`src/rtl/mips_bus_pkg.sv`:
```
`default_nettype none
// ============================================================================
// Module      : mips_bus_pkg
// Description : Shared types and constants for the MIPS Avalon bus arbiter.
// Revision    : 1.0 - initial release
// ============================================================================
package mips_bus_pkg;

    typedef enum logic [2:0] {
        IDLE    = 3'd0,
        BUSY_M0 = 3'd1,
        BUSY_M1 = 3'd2,
        RESP_M0 = 3'd3,
        RESP_M1 = 3'd4
    } arb_state_t;

    localparam logic        MASTER_INSTR = 1'b0;
    localparam logic        MASTER_DATA  = 1'b1;
    localparam logic [31:0] BUS_ERR_DATA = 32'hFFFF_FFFF;

    // Increment that sticks at all-ones instead of wrapping.
    function automatic logic [31:0] sat_inc(input logic [31:0] value);
        return (value == 32'hFFFF_FFFF) ? value : value + 32'd1;
    endfunction

endpackage : mips_bus_pkg
`default_nettype wire

```
`src/rtl/mips_bus_rr_pick.sv`:
```
`default_nettype none
// ============================================================================
// Module      : mips_bus_rr_pick
// Description : Combinational two-way round-robin picker, one-hot winner.
// Revision    : 1.0 - initial release
// ============================================================================
module mips_bus_rr_pick
    import mips_bus_pkg::*;
(
    input  logic [1:0] i_req,
    input  logic       i_last_grant,
    output logic [1:0] o_winner
);

    always_comb begin
        o_winner = 2'b00;
        if (i_req == 2'b11) begin
            // Tie: whoever was not served last goes next.
            o_winner = (i_last_grant == MASTER_DATA) ? 2'b01 : 2'b10;
        end else begin
            o_winner = i_req;
        end
    end

endmodule : mips_bus_rr_pick
`default_nettype wire

```
`src/rtl/mips_bus_arbiter.sv`:
```
`default_nettype none
// ============================================================================
// Module      : mips_bus_arbiter
// Description : Two-master (fetch/data) to one-slave Avalon-MM bus arbiter.
// Revision    : 1.0 - initial release
// ============================================================================
module mips_bus_arbiter
    import mips_bus_pkg::*;
#(
    parameter int unsigned TIMEOUT_CYCLES = 255
) (
    input  logic        clk,
    input  logic        reset,

    input  logic        m0_read,
    input  logic [31:0] m0_address,
    output logic        m0_waitrequest,
    output logic [31:0] m0_readdata,

    input  logic        m1_read,
    input  logic        m1_write,
    input  logic [31:0] m1_address,
    input  logic [3:0]  m1_byteenable,
    input  logic [31:0] m1_writedata,
    output logic        m1_waitrequest,
    output logic [31:0] m1_readdata,

    output logic        read,
    output logic        write,
    output logic [31:0] address,
    output logic [3:0]  byteenable,
    output logic [31:0] writedata,
    input  logic        waitrequest,
    input  logic [31:0] readdata,

    output logic [1:0]  grant,
    output logic        timeout_err
);

    localparam logic [31:0] c_timeout = 32'(TIMEOUT_CYCLES);

    arb_state_t  r_state;
    logic        r_read;
    logic        r_write;
    logic [31:0] r_address;
    logic [3:0]  r_byteenable;
    logic [31:0] r_writedata;
    logic [31:0] r_capture;
    logic [31:0] r_count;
    logic [1:0]  r_grant;
    logic        r_last_grant;
    logic        r_timeout_err;

    arb_state_t  w_state_next;
    logic        w_read_next;
    logic        w_write_next;
    logic [31:0] w_address_next;
    logic [3:0]  w_byteenable_next;
    logic [31:0] w_writedata_next;
    logic [31:0] w_capture_next;
    logic [31:0] w_count_next;
    logic [1:0]  w_grant_next;
    logic        w_last_grant_next;
    logic        w_timeout_err_next;

    logic [1:0]  w_req;
    logic [1:0]  w_winner;
    logic [31:0] w_count_inc;
    logic        w_timeout_hit;

    assign w_req = {m1_read | m1_write, m0_read};

    mips_bus_rr_pick u_rr_pick (
        .i_req        (w_req),
        .i_last_grant (r_last_grant),
        .o_winner     (w_winner)
    );

    // The counter "reaches" the limit on the stalled edge that would make it
    // equal TIMEOUT_CYCLES, so BUSY lasts exactly TIMEOUT_CYCLES stalled cycles.
    assign w_count_inc   = sat_inc(r_count);
    assign w_timeout_hit = (c_timeout != 32'd0) && (w_count_inc == c_timeout);

    always_comb begin
        w_state_next       = r_state;
        w_read_next        = r_read;
        w_write_next       = r_write;
        w_address_next     = r_address;
        w_byteenable_next  = r_byteenable;
        w_writedata_next   = r_writedata;
        w_capture_next     = r_capture;
        w_count_next       = r_count;
        w_grant_next       = r_grant;
        w_last_grant_next  = r_last_grant;
        w_timeout_err_next = r_timeout_err;

        case (r_state)
            IDLE: begin
                w_read_next       = 1'b0;
                w_write_next      = 1'b0;
                w_address_next    = 32'd0;
                w_byteenable_next = 4'd0;
                w_writedata_next  = 32'd0;
                w_grant_next      = 2'b00;
                if (w_winner[0]) begin
                    w_state_next      = BUSY_M0;
                    w_read_next       = 1'b1;
                    w_address_next    = m0_address;
                    w_byteenable_next = 4'hF;
                    w_grant_next      = 2'b01;
                    w_count_next      = 32'd0;
                end else if (w_winner[1]) begin
                    w_state_next      = BUSY_M1;
                    w_read_next       = ~m1_write;
                    w_write_next      = m1_write;
                    w_address_next    = m1_address;
                    w_byteenable_next = m1_byteenable;
                    w_writedata_next  = m1_writedata;
                    w_grant_next      = 2'b10;
                    w_count_next      = 32'd0;
                end
            end

            BUSY_M0, BUSY_M1: begin
                if (!waitrequest || w_timeout_hit) begin
                    w_state_next      = (r_state == BUSY_M0) ? RESP_M0 : RESP_M1;
                    w_last_grant_next = (r_state == BUSY_M0) ? MASTER_INSTR : MASTER_DATA;
                    w_read_next       = 1'b0;
                    w_write_next      = 1'b0;
                    w_address_next    = 32'd0;
                    w_byteenable_next = 4'd0;
                    w_writedata_next  = 32'd0;
                    if (!waitrequest) begin
                        w_capture_next = r_write ? 32'd0 : readdata;
                    end else begin
                        w_capture_next     = BUS_ERR_DATA;
                        w_timeout_err_next = 1'b1;
                    end
                end else begin
                    w_count_next = w_count_inc;
                end
            end

            RESP_M0, RESP_M1: begin
                w_state_next      = IDLE;
                w_grant_next      = 2'b00;
                w_read_next       = 1'b0;
                w_write_next      = 1'b0;
                w_address_next    = 32'd0;
                w_byteenable_next = 4'd0;
                w_writedata_next  = 32'd0;
            end

            default: begin
                w_state_next = IDLE;
                w_grant_next = 2'b00;
                w_read_next  = 1'b0;
                w_write_next = 1'b0;
            end
        endcase
    end

    always_ff @(posedge clk or negedge reset) begin
        if (!reset) begin
            r_state       <= IDLE;
            r_read        <= 1'b0;
            r_write       <= 1'b0;
            r_address     <= 32'd0;
            r_byteenable  <= 4'd0;
            r_writedata   <= 32'd0;
            r_capture     <= 32'd0;
            r_count       <= 32'd0;
            r_grant       <= 2'b00;
            r_last_grant  <= MASTER_DATA;
            r_timeout_err <= 1'b0;
        end else begin
            r_state       <= w_state_next;
            r_read        <= w_read_next;
            r_write       <= w_write_next;
            r_address     <= w_address_next;
            r_byteenable  <= w_byteenable_next;
            r_writedata   <= w_writedata_next;
            r_capture     <= w_capture_next;
            r_count       <= w_count_next;
            r_grant       <= w_grant_next;
            r_last_grant  <= w_last_grant_next;
            r_timeout_err <= w_timeout_err_next;
        end
    end

    // Master-side handshake depends on the state register alone.
    assign m0_waitrequest = (r_state != RESP_M0);
    assign m1_waitrequest = (r_state != RESP_M1);
    assign m0_readdata    = (r_state == RESP_M0) ? r_capture : 32'd0;
    assign m1_readdata    = (r_state == RESP_M1) ? r_capture : 32'd0;

    assign read        = r_read;
    assign write       = r_write;
    assign address     = r_address;
    assign byteenable  = r_byteenable;
    assign writedata   = r_writedata;
    assign grant       = r_grant;
    assign timeout_err = r_timeout_err;

endmodule : mips_bus_arbiter
`default_nettype wire

```
`config.mk`:
```
export PLATFORM = sky130hd
export DESIGN_NAME = mips_bus_arbiter
export DESIGN_NICKNAME = d
export VERILOG_FILES = /design/src/rtl/mips_bus_pkg.sv /design/src/rtl/mips_bus_rr_pick.sv /design/src/rtl/mips_bus_arbiter.sv
export SDC_FILE = /design/constraint.sdc
export NUM_CORES = 1
export LEC_CHECK = 0
export CORE_ASPECT_RATIO = 0.7
export CORE_MARGIN = 10
export CORE_UTILIZATION = 50
export DETAILED_ROUTE_END_ITERATION = 12
export PLACE_DENSITY = 0.9
export SYNTH_ARGS = -nofsm -noshare
export SYNTH_HDL_FRONTEND = slang
export SYNTH_HIERARCHICAL = 1
export SYNTH_SLANG_ARGS = --single-unit
```
`constraint.sdc`:
```
create_clock -name clk -period 5.8 [get_ports clk]
set_input_delay 1.45 -clock clk [delete_from_list [all_inputs] [get_ports clk]]
set_output_delay 1.45 -clock clk [all_outputs]
set_load 0.02 [all_outputs]
```
# ---- Word level (Yosys, flattened, before mapping)
# Cells that the tools add are included.
dict set report op_classes {
  add_sub_neg 1
  eq_ne 12
  muxes 38
  n_bitwise 2
  n_reduce_logical 12
}
# operator n
set ops {}
lappend ops {{32-bit two-way mux} 13}
lappend ops {{32-bit case mux with 3 select lines} 2}
lappend ops {{32-bit case mux with 2 select lines} 1}
lappend ops {{32-bit by 1-bit adder with 32-bit output (second input constant)} 1}
lappend ops {{32-bit equality test (second input constant)} 1}
lappend ops {{32-bit by 8-bit equality test with 1-bit output (second input constant)} 1}
lappend ops {{3-bit two-way mux} 4}
lappend ops {{4-bit two-way mux} 3}
lappend ops {{4-bit case mux with 3 select lines} 1}
lappend ops {{2-bit two-way mux} 4}
lappend ops {{3-bit by 2-bit equality test with 1-bit output (second input constant)} 2}
lappend ops {{1-bit two-way mux} 6}
lappend ops {{3-bit case mux with 2 select lines} 1}
lappend ops {{2-bit AND reduction} 3}
lappend ops {{3-bit AND reduction} 2}
lappend ops {{2-bit != test (second input constant)} 2}
lappend ops {{1-bit case mux with 2 select lines} 2}
lappend ops {{2-bit case mux with 2 select lines} 1}
lappend ops {{2-bit OR reduction} 2}
lappend ops {{3-bit by 1-bit equality test with 1-bit output (second input constant)} 1}
lappend ops {{3-bit equality test (second input constant)} 1}
lappend ops {{3-bit logical NOT} 1}
lappend ops {{3-bit by 1-bit != test with 1-bit output (second input constant)} 1}
lappend ops {{3-bit by 2-bit != test with 1-bit output (second input constant)} 1}
lappend ops {{other kinds (8)} 8}
dict set report word_totals {
  reg_bits 141
  input_bits 138
  out_inout_bits 139
  wordCells 76
}

# ---- Longest topological paths before layout
# Gate-level depths: netlist of run 1.
dict set report depth {
  depth_word 6
  mapped_depth 14
}

# ---- Modules after synthesis
# Netlist of run 1, hierarchy kept.
# mod instances cells_each area_each_um2 seq_area_each_um2
set by_module_without_submodules {}
lappend by_module_without_submodules {mips_bus_arbiter 1 857 8142.8 3529.6}
lappend by_module_without_submodules {mips_bus_rr_pick 1 3 18.8 0.0}

# ---- Least setup slack after synthesis of run 1
# OpenSTA, ideal clock, no wires.
dict set report synth_path {
  path_kind {reg2reg}
  start {reg r_count[1]}
  end {reg r_address[10], in the netlist address[10]}
  setup_ns 0.155
  t_arrival_ns 3.345
  path_slack_ns 2.300
  path_stages_with_launch 14
  path_buffers 3
  cell_sequence {dfrtp_1 > ha_1 > clkbuf_1 > nand3_1 > nor4_2 > a41oi_1 > or4b_1 > a2111oi_2 > a21oi_1 > or2_1 > buf_4 > nand2_2 > buf_4 > a221oi_2}
}
dict set report synth_between {
  elab_chain_cells 6
  word_cells_on_any_way 7
  classes_between {add/sub: 1; eq/ne: 3; mux: 1; reduce/logical: 2}
}
# element line
set synth_rtl {}
lappend synth_rtl {{start, declared} mips_bus_arbiter.sv:49} ;# logic [31:0] r_count;
lappend synth_rtl {{start signal, assigned} mips_bus_arbiter.sv:184} ;# r_count <= w_count_next;
lappend synth_rtl {{32-bit by 1-bit adder with 32-bit output / 32-bit equality test (equally long branches)} mips_bus_pkg.sv:23} ;# return (value == 32'hFFFF_FFFF) ? value : value + 32'd1;
lappend synth_rtl {{32-bit two-way mux *} mips_bus_pkg.sv:23}
lappend synth_rtl {{32-bit by 8-bit equality test with 1-bit output *} mips_bus_arbiter.sv:82} ;# assign w_timeout_hit = (c_timeout != 32'd0) && (w_count_inc == c_timeout);
lappend synth_rtl {{1-bit logical OR *} mips_bus_arbiter.sv:125} ;# if (!waitrequest || w_timeout_hit) begin
lappend synth_rtl {{2-bit != test (no line) *} -}
lappend synth_rtl {{2-bit AND reduction (no line) *} -}
lappend synth_rtl {{end signal, assigned} mips_bus_arbiter.sv:180} ;# r_address <= w_address_next;
lappend synth_rtl {{end, declared} mips_bus_arbiter.sv:45} ;# logic [31:0] r_address;
# Every way passes the cells marked *; elsewhere a longest branch is shown, timed or not.
# A chain may end at the register's enable or synchronous reset.

# ---- Worst setup path after layout of run 1
dict set report layout_path {
  start {reg r_count[0]}
  end {reg r_address[0], in the netlist address[0]}
}
# The elaborated chain is that of the path after synthesis.

==> impl_metrics.json, run 1 <==
{
  "overflow": 0,
  "dr_total_vias": 8147,
  "cp-start-kind": "flip-flop",
  "synth-simple-area-share": 0.2494,
  "tightest_slew_ns": 1.151,
  "powerDensity_nw_per_um2": 443.7,
  "slowest_delay_ns": 0.71,
  "ios": 277,
  "syn_inst": 860,
  "synth_compound_area_frac": 0.2344,
  "core_region_area_sq_um": 15740,
  "cts_buffers": 17,
  "synthesis.nets": 999,
  "fin_cells": 1324,
  "drive_gt1_frac": 0.1171,
  "drtAntennaViolNets": 0,
  "worst-setup-path-type": "flip-flop to flip-flop",
  "rows": 38,
  "period_minus_slack_ns": 4.872,
  "seq_area_sq_um": 3530,
  "fmaxAchievable_mhz": 205.2,
  "path_delay_family": "simple AND/OR/NAND/NOR gates",
  "rsz0062_at_grt": "no",
  "slew-limit-headroom": 0.2326,
  "h-tree-depth": 4,
  "synthMuxAreaShare": 0.02223,
  "async_flop_share": 1.000,
  "clock-root-buffer": "clkbuf_16",
  "met2_wirelength_um": 14180,
  "post_cts_resized": 0,
  "path_clk_slew_ns": 0.06,
  "setup_viol": 0,
  "dp_hpwl_um": 22590,
  "grt_pass1_vias": 8107,
  "yosys_warnings": 6,
  "yosysSeqAreaShare": 0.4325,
  "yosys.area.top_type_share": 0.4293,
  "gp_congestion": 1.061,
  "dieHeight_um": 126.9,
  "fin_ws_ns": 0.9278,
  "worstHoldPathCells": 1,
  "multiInputGateArea_sq_um": 4220,
  "slowest_stage": "nor4_2",
  "met3_length_um": 2633,
  "syn_area_per_cell_sq_um": 9.490,
  "crit_buf_inv": 1,
  "ys_top_cells_by_count": "140 x dfrtp_1, 98 x nor2_1, 84 x nand2_1",
  "skew_ns": 0.01353,
  "synthTopCellsByArea": "dfrtp_1 43%, a221oi_2 5.7%, nor2_1 4.5%",
  "cp_max_fo": 32,
  "synth_fa_ha_area_frac": 0.001533,
  "cts_tree": "done",
  "grt_pass1_wl_um": 47480,
  "r2r_cells": 11,
  "fillers": 1105,
  "antenna_found_initial": 1,
  "hold_viol_final": 0,
  "routedWlPerCell_um": 23.25,
  "drt-pass1-iter-count": 6,
  "start_util": 0.5186,
  "first_iter_violations": 942,
  "crit_arrival_ns": 5.10,
  "path_cells": "ha_1 > nand3_1 > nor4_2 > a41oi_1 > or4b_1 > a2111oi_2 > a21oi_1 > buf_4 > or2_2 > nand2_2 > a221oi_1",
  "grt_usage": 0.2689,
  "synth_top_family_by_area": "simple AND/OR/NAND/NOR gates",
  "endpoint_kind": "flip-flop",
  "synth_area_sq_um": 8162,
  "met1_length_um": 13200,
  "hold_path.class": "flip-flop to flip-flop",
  "synth_largest_area_cell": "dfrtp_1",
  "syn2layout_area_growth_pct": 41.64,
  "grt_max_degree": 106,
  "fin_crit_sh": 0.8400,
  "ys.flop_type": "dfrtp_1",
  "clockBufferDepth": 2,
  "worstSkewPairLatency_ns": 0.42,
  "ctsHoldBuffers": 0,
  "tns_ns": 0,
  "vias_per_cell": 6.153,
  "nets": 1228,
  "peakVddDrop_uv": 310.4,
  "outcome": "finished, final reports clean",
  "io_buffers": 276,
  "synth_seq_cells": 141,
  "top_layer": "met4",
  "place_inst": 1290,
  "crit_required_ns": 6.03,
  "remaining_drc_errors": 0,
  "drt_wl_total_um": 30780,
  "power.total_w": 0.005129,
  "cts_sinks": 141,
  "slew_violations": 0,
  "leakage_nw": 4.704,
  "synth.distinct_cells": 82,
  "max_cap_violations": 0,
  "die_area_sq_um": 21920,
  "synth_edf_count": 0,
  "postCtsSetupBuffers": 0,
  "synth_xor_xnor_area_share": 0.006439,
  "die_width_um": 172.7,
  "post-place-ws_ns": 1.124,
  "crit_cells": 11,
  "synth_most_common_cell": "dfrtp_1"
}
-- cells by family after synthesis --
| logic type | Yosys count |
|---|---|
| buffers and inverters | 90 |
| muxes | 18 |
| and+or+nand+nor | 374 |
| adders and majority gates | 1 |
| DFF | 141 |
| xor gates and xnor gates | 6 |
| AOI/OAI and AO/OA | 230 |
-- final timing paths --
check,start,end,slack [ns]
max in group asynchronous,reset,r_capture[21],3.63
min,grant[1],grant[1],0.49
max,r_count[0],address[0],0.93
min in group asynchronous,reset,address[19],1.14
min reg2reg,grant[1],grant[1],0.49
max reg2reg,r_count[0],address[0],0.93
-- layer usage --
metal / GRT usage / vias up
met5: 0 / -
met4: 0.08948 / 0
met3: 0.07291 / 52
met2: 0.4244 / 446
met1: 0.3522 / 4012
li1: - / 3637
-- area by class of cell --
cell class / instances / area share
Tap cell: 220 / 0.02381
Timing Repair Buffer: 288 / 0.2469
Clock buffer: 19 / 0.03918
Multi-Input combinational cell: 629 / 0.3651
Inverter: 12 / 0.003897
Antenna cell: 2 / 0.0004329
Clock inverter: 13 / 0.01537
Sequential cell: 141 / 0.3053
-- power breakdown --
| group | total [W] | leakage, nW | internal (W) | switching (W) |
|---|---|---|---|---|
| Clock | 0.00118 | 0.304 | 0.000712 | 0.000466 |
| Combinational | 0.00240 | 2.59 | 0.000995 | 0.00141 |
| Sequential | 0.00155 | 1.81 | 0.00129 | 0.000256 |
-- registers in the layout, summed over array words and instances, names as in the netlist --
name,flops
timeout_err,1
address,32
r_capture,32
r_last_grant,1
r_state,3
read,1
byteenable,4
writedata,32
grant,2
r_count,32
write,1
-- worst reg2reg max path: stages, from the launching register on --
cell	delay (ns)
dfrtp_1	0.52
ha_1	0.42
nand3_1	0.22
nor4_2	0.71
a41oi_1	0.31
or4b_1	0.60
a2111oi_2	0.35
a21oi_1	0.11
buf_4	0.20
or2_2	0.30
nand2_2	0.70
a221oi_1	0.26
-- placed cells by master, fill, tap and decap left out, drive strengths merged, types with 5 or more instances in the layout --
cell type      instances
nand2                 85
o31ai                 10
or2                    7
and2                  37
a22o                  32
nand3                 28
o21ai                 25
or3                    6
buf                   13
a31oi                  5
o211ai                 6
inv                   18
and3                  42
a22oi                 32
nor4                  12
and4                   6
clkbuf                19
o311ai                 6
nor3                  15
dfrtp                140
a21oi                 54
mux2i                 17
clkdlybuf4s50        275
nor2                  99
a221oi                32
nand4                 18
-- metrics by stage --
| step | util | hold slack [ns] | cell area, sq um |
|---|---|---|---|
| final | 0.7345 | 0.4895 | 11560 |
| after global routing | 0.7344 | 0.5144 | 11560 |
| after CTS | 0.7342 | 0.4932 | 11550 |
| after detailed placement | 0.6941 | 0.4715 | 10920 |
| after global placement | 0.6941 | 0.4624 | 10920 |
| after floorplan | - | 0.4795 | 8162 |
Power figures use the tool's default switching activity.
==> run 2, diff against run 1 <==
--- a/config.mk
+++ b/config.mk
@@ -7,9 +7,9 @@
 export LEC_CHECK = 0
 export CORE_ASPECT_RATIO = 0.7
 export CORE_MARGIN = 10
-export CORE_UTILIZATION = 50
+export CORE_UTILIZATION = 47
 export DETAILED_ROUTE_END_ITERATION = 12
-export PLACE_DENSITY = 0.9
+export PLACE_DENSITY = 0.85
 export SYNTH_ARGS = -nofsm -noshare
 export SYNTH_HDL_FRONTEND = slang
 export SYNTH_HIERARCHICAL = 1
==> constraint.sdc (replaced) <==
create_clock -name clk -period 5 [get_ports clk]
set_input_delay 1.25 -clock clk [delete_from_list [all_inputs] [get_ports clk]]
set_output_delay 1.25 -clock clk [all_outputs]
set_load 0.02 [all_outputs]
==> run 2 against run 1 <==
  * Sequential share of layout area shrank 0.14 points
  * Critical path type unchanged
  * Via count shrank 1.4%
  * Utilization shrank 5.6 points
  * Sequential cell count is the same
  * Power grew 13%
  * Non-clock buffer count grew 13
  * Clock skew is essentially flat
  * Global-route usage shrank 1.6 points
  * Maximum frequency grew 14%
  * Worst setup slack lost 0.20 ns
  * Combinational power grew 17%
==> impl_metrics.json, run 2 (same netlist as run 1, synthesis figures left out) <==
{
  "drt-pass1-iter-count": 5,
  "crit_required_ns": 5.28,
  "postCtsSetupBuffers": 0,
  "grt_usage": 0.2529,
  "diodes": 0,
  "gp_congestion": 1.049,
  "routedWlPerCell_um": 22.60,
  "vias_per_cell": 5.970,
  "first_iter_violations": 938,
  "slowest_stage": "dfrtp_1",
  "die_width_um": 177.5,
  "max_cap_violations": 0,
  "cp-start-kind": "flip-flop",
  "fillers": 1323,
  "fmaxAchievable_mhz": 233.9,
  "remaining_drc_errors": 0,
  "grt_pass1_wl_um": 45930,
  "powerDensity_nw_per_um2": 499.1,
  "peakVddDrop_uv": 343.1,
  "slew-limit-headroom": 0.3350,
  "hold_viol_final": 0,
  "path_delay_family": "simple AND/OR/NAND/NOR gates",
  "reg2reg_from": "r_count[0]",
  "worst-setup-path-type": "flip-flop to flip-flop",
  "rsz0062_at_grt": "no",
  "dp_hpwl_um": 22630,
  "crit_cells": 12,
  "slowest_delay_ns": 0.52,
  "dr_total_vias": 8035,
  "r2r_cells": 12,
  "drive_gt1_frac": 0.1274,
  "hold_path.class": "flip-flop to flip-flop",
  "multiInputGateArea_sq_um": 4220,
  "die_area_sq_um": 23120,
  "cts_sinks": 141,
  "hp-start": "byteenable[3]",
  "crit_arrival_ns": 4.56,
  "worstHoldPathCells": 2,
  "period_minus_slack_ns": 4.275,
  "h-tree-depth": 4,
  "crit_buf_inv": 1,
  "clock-root-buffer": "clkbuf_16",
  "cts_buffers": 17,
  "tns_ns": 0,
  "post-place-ws_ns": 0.8333,
  "fin_crit_sh": 0.8549,
  "layout_common_cells": "275 x clkdlybuf4s50_1, 140 x dfrtp_1, 92 x nor2_1, 84 x nand2_1, 54 x a21oi_1",
  "setup_viol": 0,
  "syn2layout_area_growth_pct": 42.31,
  "tightest_slew_ns": 0.9964,
  "io_buffers": 276,
  "post_cts_resized": 0,
  "outcome": "finished, final reports clean",
  "overflow": 0,
  "clockBufferDepth": 2,
  "ios": 277,
  "seq_area_sq_um": 3530,
  "core_region_area_sq_um": 17120,
  "skew_ns": 0.01311,
  "nets": 1241,
  "grt_pass1_vias": 7903,
  "drt_wl_total_um": 30420,
  "min_to": "byteenable[3]",
  "antenna_found_initial": 0,
  "slew_violations": 0,
  "fin_ws_ns": 0.7253,
  "cp_max_fo": 17,
  "cts_tree": "done",
  "drtAntennaViolNets": 0,
  "path_clk_slew_ns": 0.07,
  "endpoint_kind": "flip-flop",
  "worstSkewPairLatency_ns": 0.43,
  "grt_max_degree": 68,
  "leakage_nw": 4.738,
  "path_cells": "ha_1 > nand3_1 > nor4_1 > a21boi_0 > o22ai_1 > or4b_1 > a2111oi_2 > a21oi_1 > or2_2 > nand2_2 > buf_12 > a221oi_2",
  "r2r-end": "address[31]",
  "dieHeight_um": 130.3,
  "r2r_slack_ns": 0.73,
  "ctsHoldBuffers": 0,
  "start_util": 0.4768,
  "rows": 40,
  "final_common_cell": "clkdlybuf4s50_1"
}
## run 2: cell types whose count changed in the layout (fill, tap and decap cells not counted), sizes merged
cell,before,now
bufinv,3,0
clkbuf,19,18
buf,13,26
inv,18,19
diode,2,0
clkinv,2,3
clkinvlp,2,4
## run 2: worst max-delay path by stage
stage	startpoint	to	slack (ns)
floorplan	r_count[1]	address[10]	1.50
global placement	r_count[9]	address[10]	0.80
detailed placement	r_count[0]	address[31]	0.83
CTS	r_count[0]	address[31]	0.78
global route	r_count[0]	r_capture[12]	0.36
finish	r_count[0]	address[31]	0.73
## run 2: area by class of cell
cell class,count,area share
Timing Repair Buffer,301,0.2552
Inverter,12,0.003878
Clock inverter,14,0.01099
Multi-Input combinational cell,629,0.3634
Sequential cell,141,0.3039
Clock buffer,18,0.03781
Tap cell,231,0.02488
## run 2: routing by layer
metal | GRT usage | part of all wire
met1 | 0.3368 | 0.43
met5 | 0 | 0
met3 | 0.08430 | 0.11
met4 | 0.07722 | 0.020
met2 | 0.3829 | 0.45
## run 2: report_power, final
group | leakage [nW] | internal (W) | switching, W
logic | 2.66 | 0.00117 | 0.00163
clock network | 0.266 | 0.000665 | 0.000557
registers | 1.81 | 0.00150 | 0.000273
## run 2: through the flow
stage	hold slack (ns)	std cells	area (sq um)	util	total power (W)
6_report	0.4795	1346	11610	0.6786	0.005797
3_3_place_gp	0.4619	1314	11050	0.6455	0.004498
3_5_place_dp	0.4697	1314	11050	0.6455	0.004573
4_1_cts	0.4827	1346	11610	0.6786	0.005808
5_1_grt	0.5134	1346	11610	0.6786	0.006108
2_1_floorplan	0.4795	860	8162	-	0.003432
## run 2: worst min-delay path, stage by stage, from the launching register on
cell	delay, ns
dfrtp_1	0.34
nand2_1	0.05
o21ai_0	0.06
==> run 3, diff against run 2 <==
--- a/config.mk
+++ b/config.mk
@@ -5,12 +5,12 @@
 export SDC_FILE = /design/constraint.sdc
 export NUM_CORES = 1
 export LEC_CHECK = 0
+export CAP_MARGIN = 10
 export CORE_ASPECT_RATIO = 0.7
 export CORE_MARGIN = 10
-export CORE_UTILIZATION = 47
+export CORE_UTILIZATION = 45
 export DETAILED_ROUTE_END_ITERATION = 12
-export PLACE_DENSITY = 0.85
+export PLACE_DENSITY = 0.84
 export SYNTH_ARGS = -nofsm -noshare
 export SYNTH_HDL_FRONTEND = slang
-export SYNTH_HIERARCHICAL = 1
 export SYNTH_SLANG_ARGS = --single-unit
==> run 3 against run 2 <==
  * Sequential share of layout area grew 1.4 points
  * Maximum frequency up 4.5%
  * Clock power grew 9%
  * Wire length is 8.6% lower
  * Critical endpoint is now writedata[30]
  * Highest routed layer is now met5
==> impl_metrics.json, run 3 <==
{
  "outcome": "finished, final reports clean",
  "crit_arrival_ns": 4.34,
  "max_cap_violations": 0,
  "tightest_slew_ns": 1.173,
  "ys.flop_type": "dfrtp_1",
  "drive_gt1_frac": 0.07136,
  "post-place-ws_ns": 0.9985,
  "hold_viol_final": 0,
  "worstHoldPathCells": 1,
  "synth_compound_area_frac": 0.2332,
  "min_to": "timeout_err",
  "yosys_warnings": 0,
  "clockBufferDepth": 2,
  "grt_pass1_vias": 7551,
  "synthTopCellsByArea": "dfrtp_1 46%, o21ai_0 6.1%, a2bb2oi_1 3.8%",
  "syn_area_per_cell_sq_um": 9.355,
  "fin_crit_sh": 0.8179,
  "endpoint_kind": "flip-flop",
  "die_width_um": 175.3,
  "hold_path.class": "flip-flop to flip-flop",
  "core_region_area_sq_um": 16440,
  "synth_largest_area_cell": "dfrtp_1",
  "grt_pass1_wl_um": 42700,
  "synthMuxAreaShare": 0.01252,
  "drt_wl_total_um": 27790,
  "io_buffers": 276,
  "syn2layout_area_growth_pct": 46.07,
  "leakage_nw": 4.589,
  "cp_max_fo": 38,
  "path_clk_slew_ns": 0.06,
  "synth_fa_ha_area_frac": 0.001647,
  "yosysSeqAreaShare": 0.4647,
  "fin_cells": 1290,
  "synthesis.nets": 951,
  "rows": 39,
  "tns_ns": 0,
  "h-tree-depth": 4,
  "r2r_cells": 10,
  "synth_xor_xnor_area_share": 0.01499,
  "hp-start": "timeout_err",
  "overflow": 0,
  "power.total_w": 0.006401,
  "synth.distinct_cells": 67,
  "remaining_drc_errors": 0,
  "post_cts_resized": 0,
  "r2r_slack_ns": 0.91,
  "reg2reg_from": "r_count[2]",
  "worst-setup-path-type": "flip-flop to flip-flop",
  "cts_buffers": 17,
  "syn_inst": 812,
  "crit_required_ns": 5.25,
  "final_core_util": 0.6747,
  "peakVddDrop_uv": 344.3,
  "slew_violations": 0,
  "worstSkewPairLatency_ns": 0.43,
  "routedWlPerCell_um": 21.54,
  "synth_most_common_cell": "dfrtp_1",
  "ios": 277,
  "nets": 1192,
  "async_flop_share": 1.000,
  "first_iter_violations": 676,
  "antenna_found_initial": 1,
  "place_inst": 1259,
  "r2r-end": "writedata[30]",
  "grt_usage": 0.2361,
  "synth_top_family_by_area": "compound AO/OA/AOI/OAI gates",
  "powerDensity_nw_per_um2": 576.9,
  "cp-start-kind": "flip-flop",
  "yosys.area.top_type_share": 0.4612,
  "drtAntennaViolNets": 0,
  "layout_common_cells": "275 x clkdlybuf4s50_1, 140 x dfrtp_1, 93 x o21ai_0, 63 x nand2_1, 41 x and3_1",
  "fin_ws_ns": 0.9106,
  "fmaxAchievable_mhz": 244.5,
  "period_minus_slack_ns": 4.089,
  "ys_top_cells_by_count": "140 x dfrtp_1, 93 x o21ai_0, 63 x nand2_1",
  "final_common_cell": "clkdlybuf4s50_1",
  "cts_sinks": 141,
  "vias_per_cell": 5.874,
  "ctsHoldBuffers": 0,
  "synth_edf_count": 0,
  "grt_max_degree": 79,
  "dp_hpwl_um": 20620,
  "skew_ns": 0.01313,
  "synth_area_sq_um": 7596,
  "diodes": 0,
  "synth_seq_cells": 141,
  "dr_total_vias": 7578,
  "die_area_sq_um": 22560,
  "start_util": 0.4619,
  "setup_viol": 0,
  "drt-pass1-iter-count": 6,
  "gp_congestion": 1.036,
  "slew-limit-headroom": 0.2162,
  "clock-root-buffer": "clkbuf_16",
  "postCtsSetupBuffers": 0,
  "synth-simple-area-share": 0.2235,
  "dieHeight_um": 128.7,
  "cts_tree": "done",
  "rsz0062_at_grt": "no"
}
run 3: changes by cell type after synthesis, sizes merged, moves of 21 or more:
cell     delta
a21oi      -41
a221oi     -32
a22o       -29
a2bb2oi    +33
nand2      -21
nand2b     +31
nor2       -64
o21ai      +71
o2bb2ai    +33
run 3: cell families (layout without fill, tap and decap cells):
logic type	Yosys count	count (layout)
flops	141	141
compound gates	257	257
fa+ha+maj	1	1
mux	9	9
buf+inv	84	337
xor+xnor	13	13
simple gates	307	307
run 3: critical path, stage by stage (launching register included):
cell and delay, ns:
dfrtp_1 0.50, nand4_1 0.30, or4_1 0.69, a211oi_1 0.35, xor2_1 0.10, or3_1 0.36, nor4_4 0.45, a21o_1 0.23
nand2_2 0.38, buf_4 0.38, o2bb2ai_1 0.16
run 3: routing by layer:
layer	wire, um	up-vias	track usage
li1	-	3475	-
met1	10750	3651	0.2803
met5	9	-	0
met4	476	2	0.06561
met2	13560	409	0.3977
met3	2991	41	0.08738
run 3: layout make-up:
type	instances	area, sq um
Clock inverter	13	182.7
Multi-Input combinational cell	587	3717
Clock buffer	18	429.2
Tap cell	225	281.5
Timing Repair Buffer	297	2922
Inverter	9	33.78
Sequential cell	141	3530
Fill cell	1293	5349
run 3: power breakdown:
group	leakage [nW]	internal (W)	total, W	switching (W)
Sequential	1.82	0.00155	0.00183	0.000284
Clock	0.299	0.000796	0.00133	0.000529
Combinational	2.47	0.00134	0.00324	0.00190
run 3: how the worst max path moves through the flow:
stage / startpoint / to / slack (ns) / depth (start not counted)
after global placement: r_count[0] / writedata[24] / 1.13 / 11
final: r_count[2] / writedata[30] / 0.91 / 10
after CTS: r_count[2] / writedata[30] / 0.96 / 10
after global routing: r_count[2] / writedata[30] / 0.64 / 10
after detailed placement: r_count[2] / writedata[30] / 1.0 / 10
after floorplan: r_count[2] / writedata[12] / 1.77 / 13
run 3: metrics by stage:
stage | hold slack, ns | instance area, sq um
floorplan | 0.4897 | 7596
global placement | 0.4608 | 10480
detailed placement | 0.4620 | 10480
CTS | 0.4773 | 11100
global route | 0.4842 | 11100
finish | 0.4768 | 11100
